[config.mk]
export PLATFORM = sky130hd
export DESIGN_NAME = fwd_hazard_unit
export DESIGN_NICKNAME = d
export VERILOG_FILES = /design/src/rtl/fwd_hazard_unit.sv
export SDC_FILE = /design/constraint.sdc
export NUM_CORES = 1
export LEC_CHECK = 0
export ABC_AREA = 0
export BUFFER_PORTS_ARGS = -buffer_cell sky130_fd_sc_hd__buf_2
export CAP_MARGIN = 20
export CORE_MARGIN = 1
export CORE_UTILIZATION = 50
export CTS_CLUSTER_SIZE = 14
export DETAILED_ROUTE_END_ITERATION = 10
export PLACE_DENSITY_LB_ADDON = 0.2
export SLEW_MARGIN = 5
export SYNTH_ARGS = -nofsm -noshare
export SYNTH_HDL_FRONTEND = slang
export SYNTH_SLANG_ARGS = --single-unit
[constraint.sdc]
create_clock -name clk -period 6.96 [get_ports clk]
set_clock_uncertainty 0.15 [all_clocks]
set_input_delay 0 -clock clk [delete_from_list [all_inputs] [get_ports clk]]
set_output_delay 0 -clock clk [all_outputs]
set_load 0.02 [all_outputs]
[src/rtl/fwd_hazard_unit.sv]
// Forwarding select precompute, load-use interlock and miss scoreboard for the
// 5-stage pipeline with a non-blocking data cache.
module fwd_hazard_unit #(
  parameter  int AW       = 5,
  parameter  int N_SRC    = 2,
  parameter  int MAX_PEND = 2,
  parameter  int CNT_W    = 16,
  localparam int NREG     = 2 ** AW,
  localparam int PW       = $clog2(MAX_PEND + 1)
) (
  input  logic                clk,
  input  logic                rst,
  input  logic                id_valid,
  input  logic [N_SRC*AW-1:0] id_rs,
  input  logic [N_SRC-1:0]    id_src_used,
  input  logic                id_regwrite,
  input  logic [AW-1:0]       id_wr,
  input  logic                id_memread,
  input  logic                ex_valid,
  input  logic                ex_regwrite,
  input  logic                ex_memread,
  input  logic [AW-1:0]       ex_wr,
  input  logic                m_regwrite,
  input  logic [AW-1:0]       m_wr,
  input  logic                miss_valid,
  input  logic [AW-1:0]       miss_wr,
  input  logic                fill_valid,
  input  logic [AW-1:0]       fill_wr,
  output logic                stall_id,
  output logic [N_SRC-1:0]    fwd_en,
  output logic [N_SRC-1:0]    fwd_sel,
  output logic [NREG-1:0]     busy_vec,
  output logic [PW-1:0]       pend_cnt,
  output logic [CNT_W-1:0]    stall_cnt,
  output logic                fill_err
);

  logic [N_SRC-1:0] fwdEn_q, fwdEn_d, fwdSel_q, fwdSel_d;
  logic [NREG-1:0]  busyVec_q, busyVec_d;
  logic [PW-1:0]    pendCnt_q, pendCnt_d;
  logic [CNT_W-1:0] stallCnt_q, stallCnt_d;
  logic             fillErr_q, fillErr_d;

  logic [N_SRC-1:0] raw, fwdEnNext, fwdSelNext;
  logic             waw, full, missCount, fillHit;

  // EX match beats MEM match: the EX result is the younger value once it reaches MEM.
  for (genvar i = 0; i < N_SRC; i++) begin : g_src
    logic [AW-1:0] r;
    logic          u, exHit, mHit;
    assign r     = id_rs[i*AW +: AW];
    assign u     = id_src_used[i] & (r != '0);
    assign exHit = ex_valid & ex_regwrite & (ex_wr == r);
    assign mHit  = m_regwrite & (m_wr == r);
    assign raw[i] = u & ((exHit & ex_memread) | busyVec_q[r] |
                         (miss_valid & (miss_wr == r)));
    assign fwdEnNext[i]  = u & (exHit | mHit);
    assign fwdSelNext[i] = u & ~exHit & mHit;
  end

  assign waw = id_regwrite & (id_wr != '0) &
               (busyVec_q[id_wr] | (miss_valid & (miss_wr == id_wr)));
  assign full     = id_memread & (pendCnt_q == PW'(MAX_PEND));
  assign stall_id = id_valid & ((|raw) | waw | full);

  assign missCount = miss_valid & (miss_wr != '0) & (pendCnt_q != PW'(MAX_PEND));
  assign fillHit   = fill_valid & busyVec_q[fill_wr] & (pendCnt_q != '0);

  // A miss and a fill to the same register in one cycle leave it busy.
  always_comb begin
    busyVec_d = busyVec_q;
    if (fillHit)   busyVec_d[fill_wr] = 1'b0;
    if (missCount) busyVec_d[miss_wr] = 1'b1;

    pendCnt_d = pendCnt_q;
    case ({missCount, fillHit})
      2'b10:   pendCnt_d = pendCnt_q + PW'(1);
      2'b01:   pendCnt_d = pendCnt_q - PW'(1);
      default: pendCnt_d = pendCnt_q;
    endcase

    fillErr_d  = fillErr_q | (fill_valid & ~fillHit);
    stallCnt_d = stallCnt_q;
    if (stall_id && (stallCnt_q != '1)) stallCnt_d = stallCnt_q + CNT_W'(1);

    fwdEn_d  = '0;
    fwdSel_d = '0;
    if (id_valid && !stall_id) begin
      fwdEn_d  = fwdEnNext;
      fwdSel_d = fwdSelNext;
    end
  end

  always_ff @(posedge clk) begin
    if (rst) begin
      fwdEn_q    <= '0;
      fwdSel_q   <= '0;
      busyVec_q  <= '0;
      pendCnt_q  <= '0;
      stallCnt_q <= '0;
      fillErr_q  <= 1'b0;
    end else begin
      fwdEn_q    <= fwdEn_d;
      fwdSel_q   <= fwdSel_d;
      busyVec_q  <= busyVec_d;
      pendCnt_q  <= pendCnt_d;
      stallCnt_q <= stallCnt_d;
      fillErr_q  <= fillErr_d;
    end
  end

  assign fwd_en    = fwdEn_q;
  assign fwd_sel   = fwdSel_q;
  assign busy_vec  = busyVec_q;
  assign pend_cnt  = pendCnt_q;
  assign stall_cnt = stallCnt_q;
  assign fill_err  = fillErr_q;

endmodule

==> reports/summary.txt <==
Status - completed
Synth Instances - 474
GRT Total Usage - 30.6%
Area Growth Syn to Fin - 16.9%
Worst ir drop on vdd - 0.0915 mV
DR vias/cell - 6.24
Layout cells sized above 1 - 26.9%
Top FF cell, synth - dfxtp_1
Highest metal used - met4
Reg2Reg Depth - 9
Via count - 4110
Fmax achieved - 0.306 GHz
CTS H-Tree Depth - 2
Number of I/O port buffers - 103
Detailed Route Iter0 Violations - 352
Max-slew headroom - 32.1%
Die area - 0.00851 mm²
Wire per inst - 19.4 µm
Largest net degree at the start of global routing - 55
Syn_nets - 524
Post-synthesis cell type count - 51
Postcts setup bufs - 0
Final Total Pwr - 0.000685 W
Pleak - 1.88 nW
Initial Util - 52.2%
Hold crit path type - input port to flip-flop
DP Wirelength - 9170 µm
Top post-synthesis cells by area - dfxtp_1, mux4_2, a21oi_1
Pwr dens - 144 mW/mm²
Synthesized area - 0.00407 mm²
Routed met3 length - 1290 µm
Share of the synthesized area in the top cell type - 27.0%
Initial antenna violation count - 0
Synth warn - 0
Die height - 92.3 µm
Sequential share of the synthesized area - 27.0%
Crit path launch type - flip-flop
Critical path type - flip-flop to flip-flop
Final period util - 47.0%
Most common cell in the netlist - dfxtp_1
Synth area leader - dfxtp_1
CTS Root Buffer Type - clkbuf_8
Slew Viols, Final - 0
Final Hold Fails - 0
CP endpoint kind - flip-flop
Vias in the first global route - 3834
Clock sink count - 55
DRC - 0
Post-synth EDFFs - 0
Max Cap Viol - 0
Crit-path max FO - 6
#FFs+latches synth - 55
Req. time, crit path - 7.08 ns
Crit path arrival time - 3.40 ns
I/O Pins - 104
Syn avg cell area - 8.59 µm²
Core area - 0.00781 mm²
Final setup vio count - 0
Gpl congestion - 0.899
Grt ovf - 0
CTS buffer count - 5
First-pass detailed-route iteration total - 5
Number of cells on the worst hold path - 5
CTS clk-pin slew, worst paths - 0.11 ns
Final TNS setup - 0 ns
TritonCTS clock tree - yes
CTS max path bufs - 2
Die Wd - 92.3 µm
Worst-Margin Slew - 1.02 ns
M1 WL - 5580 µm
Ant. Diodes - 0
Rows - 32
Synth async-reset ratio - 0%
Final worst path period need - 3.27 ns
Drt total wl - 12800 µm
Met2 wire length - 5620 µm
Antenna-violating nets left - 0
Commonest cells post-synth - dfxtp_1, a21oi_1, nand2_1, mux4_2, xor2_1
First-pass GRT wire length - 20200 µm
Clock Latency Late Sink - 0.32 ns
RSZ-0062 raised after global routing - no
Final nets - 606
critical path, stage by stage, from the launching register on:
cell and delay, ns:
dfxtp_1 0.38, mux4_2 0.49, mux4_2 0.46, o22ai_1 0.18, nor3_1 0.10, nor3_1 0.19, nand4_1 0.16, or3_1 0.36
nor3_1 0.19, dlygate4sd3_1 0.56
sequential cells by signal, indices dropped and copies added, names as in the netlist:
name and cells:
fwd_sel 2, fwd_en 2, busy_vec 32, pend_cnt 2, fill_err 1, stall_cnt 16
what timing repair did:
action | CTS | global route
gates resized for setup | 0 | 0
hold buffers | 12 | 0
endpoints found under the hold margin | 5 | 0
path summary, 6_finish.rpt:
| path | startpoint | end | slack (ns) |
|---|---|---|---|
| hold reg to reg | fill_err | fill_err | 0.34 |
| hold / removal | miss_wr[3] | busy_vec[29] | 0.05 |
| setup reg to reg | busy_vec[6] | fwd_sel[0] | 3.69 |
| setup / recovery | busy_vec[6] | fwd_sel[0] | 3.69 |
final cells by class:
type	count	area, µm²
clock inverter	3	46.3
sequential	55	1100
clock buffer	5	68.8
tap	102	128
fill	708	3050
timing repair buffer	116	643
inverter	14	52.6
multi-input combinational	364	2720
per-layer routing:
metal / vias up / global-route usage (%)
met5: - / 0
met4: 0 / 10.8
met3: 29 / 8.37
met2: 215 / 45.3
met1: 1939 / 42.7
li1: 1927 / -
kinds of logic after synthesis:
family                   count (synthesis)  synth area share [%]
AND/OR/NAND/NOR                        162                  21.4
adder cells (fa/ha/maj)                  2                 0.614
XOR/XNOR                                37                  7.95
AO/OA/AOI/OAI                          121                  17.2
buffers and inverters                   55                  6.14
flip-flops                              55                  27.0
multiplexers                            42                  19.7
cells in the final DEF, fill, tap and decap left out, types with 3 or more instances in the layout:
cell,count
nor2b_1,10
xor2_1,28
o21ai_1,11
buf_2,103
mux2i_1,6
xnor2_1,9
a211oi_1,5
a21oi_1,50
o21ai_0,27
o31ai_1,11
or3_1,6
nor3_1,10
or4_1,13
inv_1,13
and3_1,8
clkbuf_8,5
dlygate4sd3_1,12
nand4_1,5
nor3b_1,3
mux2_4,3
nand3b_1,7
nor2_1,20
nand2_1,41
nor4_1,6
dfxtp_1,55
nand3_1,17
o22ai_1,3
nand2b_1,7
mux4_2,29
where the power goes:
part / leakage, nW / total (W) / switching [W] / internal [W]
combinational: 1.38 / 0.000137 / 0.0000837 / 0.0000529
sequential: 0.444 / 0.000327 / 0.00000716 / 0.000320
clock: 0.0548 / 0.000221 / 0.000113 / 0.000109
stage by stage:
stage	cell area [µm²]	util [%]	worst slack, ns	instances	hold slack (ns)
2_1_floorplan	4070	-	4.24	474	-0.00943
3_3_place_gp	4530	58.0	3.83	639	0.0944
3_5_place_dp	4530	58.0	3.80	639	0.103
4_1_cts	4760	61.0	3.68	659	0.0274
5_1_grt	4760	61.0	3.52	659	0.0650
6_report	4760	61.0	3.69	659	0.0491
Note: power is estimated with default switching activity, not from simulation.
